<file path="config.mk">
export PLATFORM = sky130hd
export DESIGN_NAME = flit_tx_port
export DESIGN_NICKNAME = d
export VERILOG_FILES = /design/src/rtl/flit_tx_port.sv
export SDC_FILE = /design/constraint.sdc
export NUM_CORES = 1
export LEC_CHECK = 0
export CORE_ASPECT_RATIO = 0.8
export CORE_MARGIN = 2
export CORE_UTILIZATION = 36
export DETAILED_ROUTE_END_ITERATION = 16
export GPL_TIMING_DRIVEN = 0
export PLACE_DENSITY = 0.76
export SETUP_SLACK_MARGIN = 0.2
export SKIP_LAST_GASP = 1
export SYNTH_ARGS = -nofsm -noshare
export SYNTH_HDL_FRONTEND = slang
export SYNTH_SLANG_ARGS = --single-unit
export TNS_END_PERCENT = 50
</file>
<file path="constraint.sdc">
create_clock -name clk -period 1.7 [get_ports clk]
set_clock_uncertainty 0.15 [all_clocks]
set_input_delay 0.34 -clock clk [delete_from_list [all_inputs] [get_ports clk]]
set_output_delay 0.34 -clock clk [all_outputs]
set_load 0.05 [all_outputs]
</file>
<file path="src/rtl/flit_tx_port.sv">
// Network-interface injection port: segments core words into 64-bit flits,
// allocates one of two VCs per packet, and drives a flow-controlled holding register.
//
// state  | meaning
// IDLE   | next accepted word is a head (type 000 or 011)
// ACTIVE | packet open; next word is body (001) or tail (010)
module flit_tx_port #(
  parameter logic [5:0] SRC_ID = 6'd0,
  parameter int         CNT_W  = 16
) (
  input  logic             clk,
  input  logic             rst,
  input  logic             in_valid,
  output logic             in_ready,
  input  logic [31:0]      in_data,
  input  logic             in_last,
  input  logic [5:0]       in_dest,
  output logic [63:0]      tx_flit,
  output logic             tx_valid,
  output logic [1:0]       tx_vc,
  input  logic [1:0]       vc_status,
  output logic             busy,
  output logic [CNT_W-1:0] pkt_count
);

  typedef enum logic {IDLE, ACTIVE} state_t;

  state_t      state;
  logic [63:0] hold_flit;
  logic        hold_vc;
  logic        hold_valid;
  logic        rr;
  logic        cur_vc;
  logic [5:0]  dest_q;

  logic        tx_fire;
  logic        in_fire;
  logic        alloc_vc;
  logic [2:0]  flit_type;
  logic [5:0]  flit_dest;
  logic        flit_vc;
  logic        tail_sent;

  assign tx_valid  = hold_valid & vc_status[hold_vc];
  assign tx_fire   = tx_valid;
  assign in_ready  = !hold_valid | tx_fire;
  assign in_fire   = in_valid & in_ready;
  assign tx_flit   = hold_flit;
  assign tx_vc     = {1'b0, hold_vc};
  assign busy      = (state == ACTIVE) | hold_valid;

  // Prefer the round-robin VC; only skip when it is full and the other has room.
  assign alloc_vc  = (!vc_status[rr] && vc_status[~rr]) ? ~rr : rr;

  always_comb begin
    flit_type = 3'b000;
    flit_dest = in_dest;
    flit_vc   = alloc_vc;
    if (state == IDLE) begin
      flit_type = in_last ? 3'b011 : 3'b000;
    end else begin
      flit_type = in_last ? 3'b010 : 3'b001;
      flit_dest = dest_q;
      flit_vc   = cur_vc;
    end
  end

  assign tail_sent = tx_fire & ((hold_flit[57:55] == 3'b010) | (hold_flit[57:55] == 3'b011));

  always_ff @(posedge clk or negedge rst) begin
    if (!rst) begin
      state      <= IDLE;
      hold_flit  <= 64'd0;
      hold_vc    <= 1'b0;
      hold_valid <= 1'b0;
      rr         <= 1'b0;
      cur_vc     <= 1'b0;
      dest_q     <= 6'd0;
      pkt_count  <= '0;
    end else begin
      if (in_fire) begin
        hold_flit  <= {SRC_ID, flit_type, flit_dest, 17'd0, in_data};
        hold_vc    <= flit_vc;
        hold_valid <= 1'b1;
        case (state)
          IDLE: begin
            dest_q <= in_dest;
            cur_vc <= alloc_vc;
            rr     <= ~alloc_vc;
            if (!in_last) state <= ACTIVE;
          end
          ACTIVE: begin
            if (in_last) state <= IDLE;
          end
          default: state <= IDLE;
        endcase
      end else if (tx_fire) begin
        hold_valid <= 1'b0;
      end
      if (tail_sent) pkt_count <= pkt_count + CNT_W'(1);
    end
  end

endmodule
</file>
* After elaboration in Yosys (flattened, before gate mapping)
Cells that the tools add are included.
** Word-level totals
- Register bits after elaboration :: 67
- Input port bits :: 44
- Output and inout bits :: 85
- Logic and storage cells :: 41
** Operators by class
- Add/subtract/negate cells :: 1
- Magnitude comparators :: 3
- Eq/ne operators :: 2
- Multiplexer cells :: 14
- Bitwise operators :: 9
- Reductions and logical operators :: 5
** Operators with widths (number)
- $add A16 B1 Y16 const B :: 1
- $mux W1 :: 10
- $eq A3 B2 Y1 const B :: 2
- $lt A1 B2 Y1 const B :: 3
- $mux W2 :: 3
- $mux W6 :: 1
- $and A1 B1 Y1 :: 3
- $not A1 Y1 :: 3
- $or A1 B1 Y1 :: 3
- $logic_not A1 Y1 :: 2
- $reduce_and A2 Y1 :: 1
- $reduce_bool A2 Y1 :: 1
- $logic_and A1 B1 Y1 :: 1

* Logic depth before layout (Yosys ltp)
- Depth after elaboration :: 6
- Gate-level depth with buffers :: 6
- Mapped depth without buffers :: 5

* Worst setup path after synthesis
No wires, ideal clock.
- Path type :: register to register
- Start point :: register pkt_count[0]
- End point :: register pkt_count[10]
- Setup time :: 82 ps
- Data arrival time :: 1853 ps
- Data required time :: 1468 ps
- Path slack :: -386 ps
- Stages on the path, launching flop included :: 7
- Path buffers :: 1
- Clock period less this slack :: 2086 ps
- Cell sequence :: dfrtp_1 -> ha_1 -> nand2_1 -> or4b_1 -> buf_2 -> nor3_2 -> xor2_1
** Between the ends
- Longest elaborated chain between the ends :: 1
** Ends and longest elaborated chain
- start: declaration :: line 23 : output logic [CNT_W-1:0] pkt_count
- start signal: assignment :: line 100 : if (tail_sent) pkt_count <= pkt_count + CNT_W'(1);
- $add A16 B1 Y16 :: line 100
Every way passes these cells.
A chain may end at the register's enable or synchronous reset.

==> flow_metrics.env <==
export IMPL_synth_distinct_cells=30
export IMPL_first_pass_iters=4
export IMPL_synthTopCellsByCount="dfrtp_1 (60), mux2_2 (41), buf_4 (26)"
export IMPL_setup_slack_ps=-253
export IMPL_period_minus_slack_ps=1950
export IMPL_num_rows=27
export IMPL_dp_hpwl_mm=4.34
export IMPL_synth_ff_type="dfrtp_1"
export IMPL_yosys_area_top_type="dfrtp_1"
export IMPL_crit_buf_inv=2
export IMPL_grt_pass1_vias=1978
export IMPL_synth_async_sr_flop_share_pct=100
export IMPL_grt_overflow=0
export IMPL_die_area_um2=7960
export IMPL_syn_area_per_cell_um2=13.4
export IMPL_routed_wl_mm=5.98
export IMPL_cellLeakagePower_nw=1.97
export IMPL_synth_top_area_share_pct=57.5
export IMPL_synth_edff_count=0
export IMPL_crit_slowest_cell="or4b_4"
export IMPL_fin_crit_sh_pct=115
export IMPL_dp_cells=410
export IMPL_grt_antenna_before_repair=0
export IMPL_dpl_worst_slack_ps=-910
export IMPL_yosysWarnings=0
export IMPL_worstSetupPathType="flip-flop to flip-flop"
export IMPL_status="finished with violations"
export IMPL_first_iter_violations=33
export IMPL_die_h_um=80.2
export IMPL_worst_ep_arrival_time_ps=2070
export IMPL_r2r_start="cur_vc"
export IMPL_fin_cells=441
export IMPL_final_nets=394
export IMPL_violations="setup timing"
export IMPL_ir_worst_vdd_mv=1.15
export IMPL_h_tree_depth=3
export IMPL_wl_per_cell_um=13.6
export IMPL_yosys_cell_count_top_type="dfrtp_1"
export IMPL_synth_seq_area_share_pct=57.5
export IMPL_syn_area_um2=2610
export IMPL_setup_violations=50
export IMPL_slew_viol_final=0
export IMPL_antenna_cells=0
export IMPL_power_total_mw=6.76
export IMPL_hold_path_class="input pin to flip-flop"
export IMPL_max_cap_violations=0
export IMPL_clock_path_buffers=2
export IMPL_grt_start_max_net_pins=37
export IMPL_cts_buffers=9
export IMPL_area_growth_pct=59.2
export IMPL_place_congestion=0.712
export IMPL_clk_latency_ps=340
export IMPL_final_hold_violation_count=0
export IMPL_cts_tree="done"
export IMPL_stdcell_area_um2=4160
export IMPL_grt_pass1_wl_mm=9.52
export IMPL_path_cells="mux2i_4 -> buf_6 -> or4b_4 -> buf_6 -> nor3_4 -> xor2_1"
export IMPL_core_area_um2=6960
export IMPL_worstMarginPinSlew_ps=563
export IMPL_end_kind="flip-flop"
export IMPL_grt_setup_unrepaired="true"
export IMPL_track_usage_pct=15.5
export IMPL_critPathLaunchType="flip-flop"
export IMPL_cts_root_buffer="clkbuf_8"
export IMPL_syn_inst=195
export IMPL_max_slew_margin_pct=62.4
export IMPL_critPathMaxStageDelay_ps=470
export IMPL_min_from="vc_status[0]"
export IMPL_detail_route_vias_per_cell=4.39
export IMPL_antenna_left=0
export IMPL_dpl_cell_area_um2=3910
export IMPL_power_density_nw_per_um2=1620
export IMPL_clk_pin_slew_worst_paths_ps=70
export IMPL_initial_core_util_pct=37.5
export IMPL_synth_area_top_cells="dfrtp_1 (57%), mux2_2 (18%), buf_4 (7.5%)"
export IMPL_ys_ff_latch=60
export IMPL_io_pins=129
export IMPL_drive_gt1_share_pct=50.6
export IMPL_required_ps=1820
export IMPL_crit_start="cur_vc"
export IMPL_crit_fanout=5
export IMPL_drc=0
export IMPL_cp_top_family="simple AND/OR/NAND/NOR gates"
export IMPL_io_buffers=103
export IMPL_die_width_um=99.2
export IMPL_numClockSinks=60
export IMPL_cp_common_cell="buf_6"
export IMPL_clock_fmax_mhz=512
export IMPL_via_count=1934
## stage by stage
step           hold slack, ps  TNS [ps]  util [%]
3_5_place_dp              220    -32900      56.1
5_1_grt                   277    -11740      59.8
6_report                  277     -7870      59.8
4_1_cts                   327     -9480      58.0
2_1_floorplan            -106     -1020         -
3_3_place_gp              313   -141690      55.9
## flip-flops by register name (all words and copies together), names as in the netlist
name / flops
pkt_count: 16
cur_vc: 1
tx_flit: 35
dest_q: 5
state: 1
hold_valid: 1
rr: 1
## area by class of cell
type | instances | area (um^2)
Tap cell | 87 | 109
Clock buffer | 10 | 128
Fill cell | 605 | 2800
Clock inverter | 6 | 88.8
Buffer | 32 | 274
Multi-Input combinational cell | 127 | 1040
Sequential cell | 60 | 1510
Timing Repair Buffer | 119 | 1010
## worst paths after layout
kind	cells after the start	endpoint	slack, ps
setup / recovery	6	pkt_count[10]	-250
hold / removal	2	rr	280
setup reg to reg	6	pkt_count[10]	-250
hold reg to reg	1	pkt_count[15]	320
max in group asynchronous	3	pkt_count[4]	420
min in group asynchronous	2	pkt_count[14]	370
## power by group
group          switching, mW  internal (mW)
logic                   2.12           1.11
registers              0.289           1.85
clock network          0.562          0.825
total                   2.98           3.78
## placed cells by master (no fill, tap or decap), drive strengths merged, types with 4 or more instances in the layout
cell,n
mux2,41
conb,25
nor2,6
buf,100
a21oi,4
clkbuf,13
dlygate4sd2,6
nand2,8
xor2,6
nand3,4
nand4,6
xnor2,10
dfrtp,60
clkdlybuf4s50,40
## routing by layer
| layer | part of all wire, % | global-route usage (%) | vias up |
|---|---|---|---|
| li1 | - | - | 924 |
| met1 | 41 | 18.8 | 912 |
| met2 | 47 | 23.6 | 90 |
| met3 | 11 | 7.92 | 8 |
| met4 | 1.4 | 6.16 | 0 |
| met5 | 0 | 0 | - |
## worst reg2reg max path, cell delays in order, from the launching register on
cell and delay [ps]:
dfrtp_1 420, mux2i_4 210, buf_6 140, or4b_4 470, buf_6 150, nor3_4 170, xor2_1 160
## timing repair
action,4_1_cts,5_1_grt
setup endpoints to repair,118,87
pin swaps,1,5
hold buffers,1,0
cloned,0,2
buffers inserted,7,5
hold endpoints to repair,24,0
resized for setup,309,15
## logic make-up (layout without fill, tap and decap cells)
group           count (synthesis)  in the layout  synth area share [%]
flops                          60             60                  57.5
mux                            43             43                  18.6
simple gates                   36             36                  7.76
buf+inv                        32            167                  8.57
xor+xnor                       16             16                  5.36
compound gates                  6              6                  1.63
fa+ha+maj                       1              1                 0.479
other cells                     1             25                 0.144
Note: power is estimated with default switching activity, not from simulation.
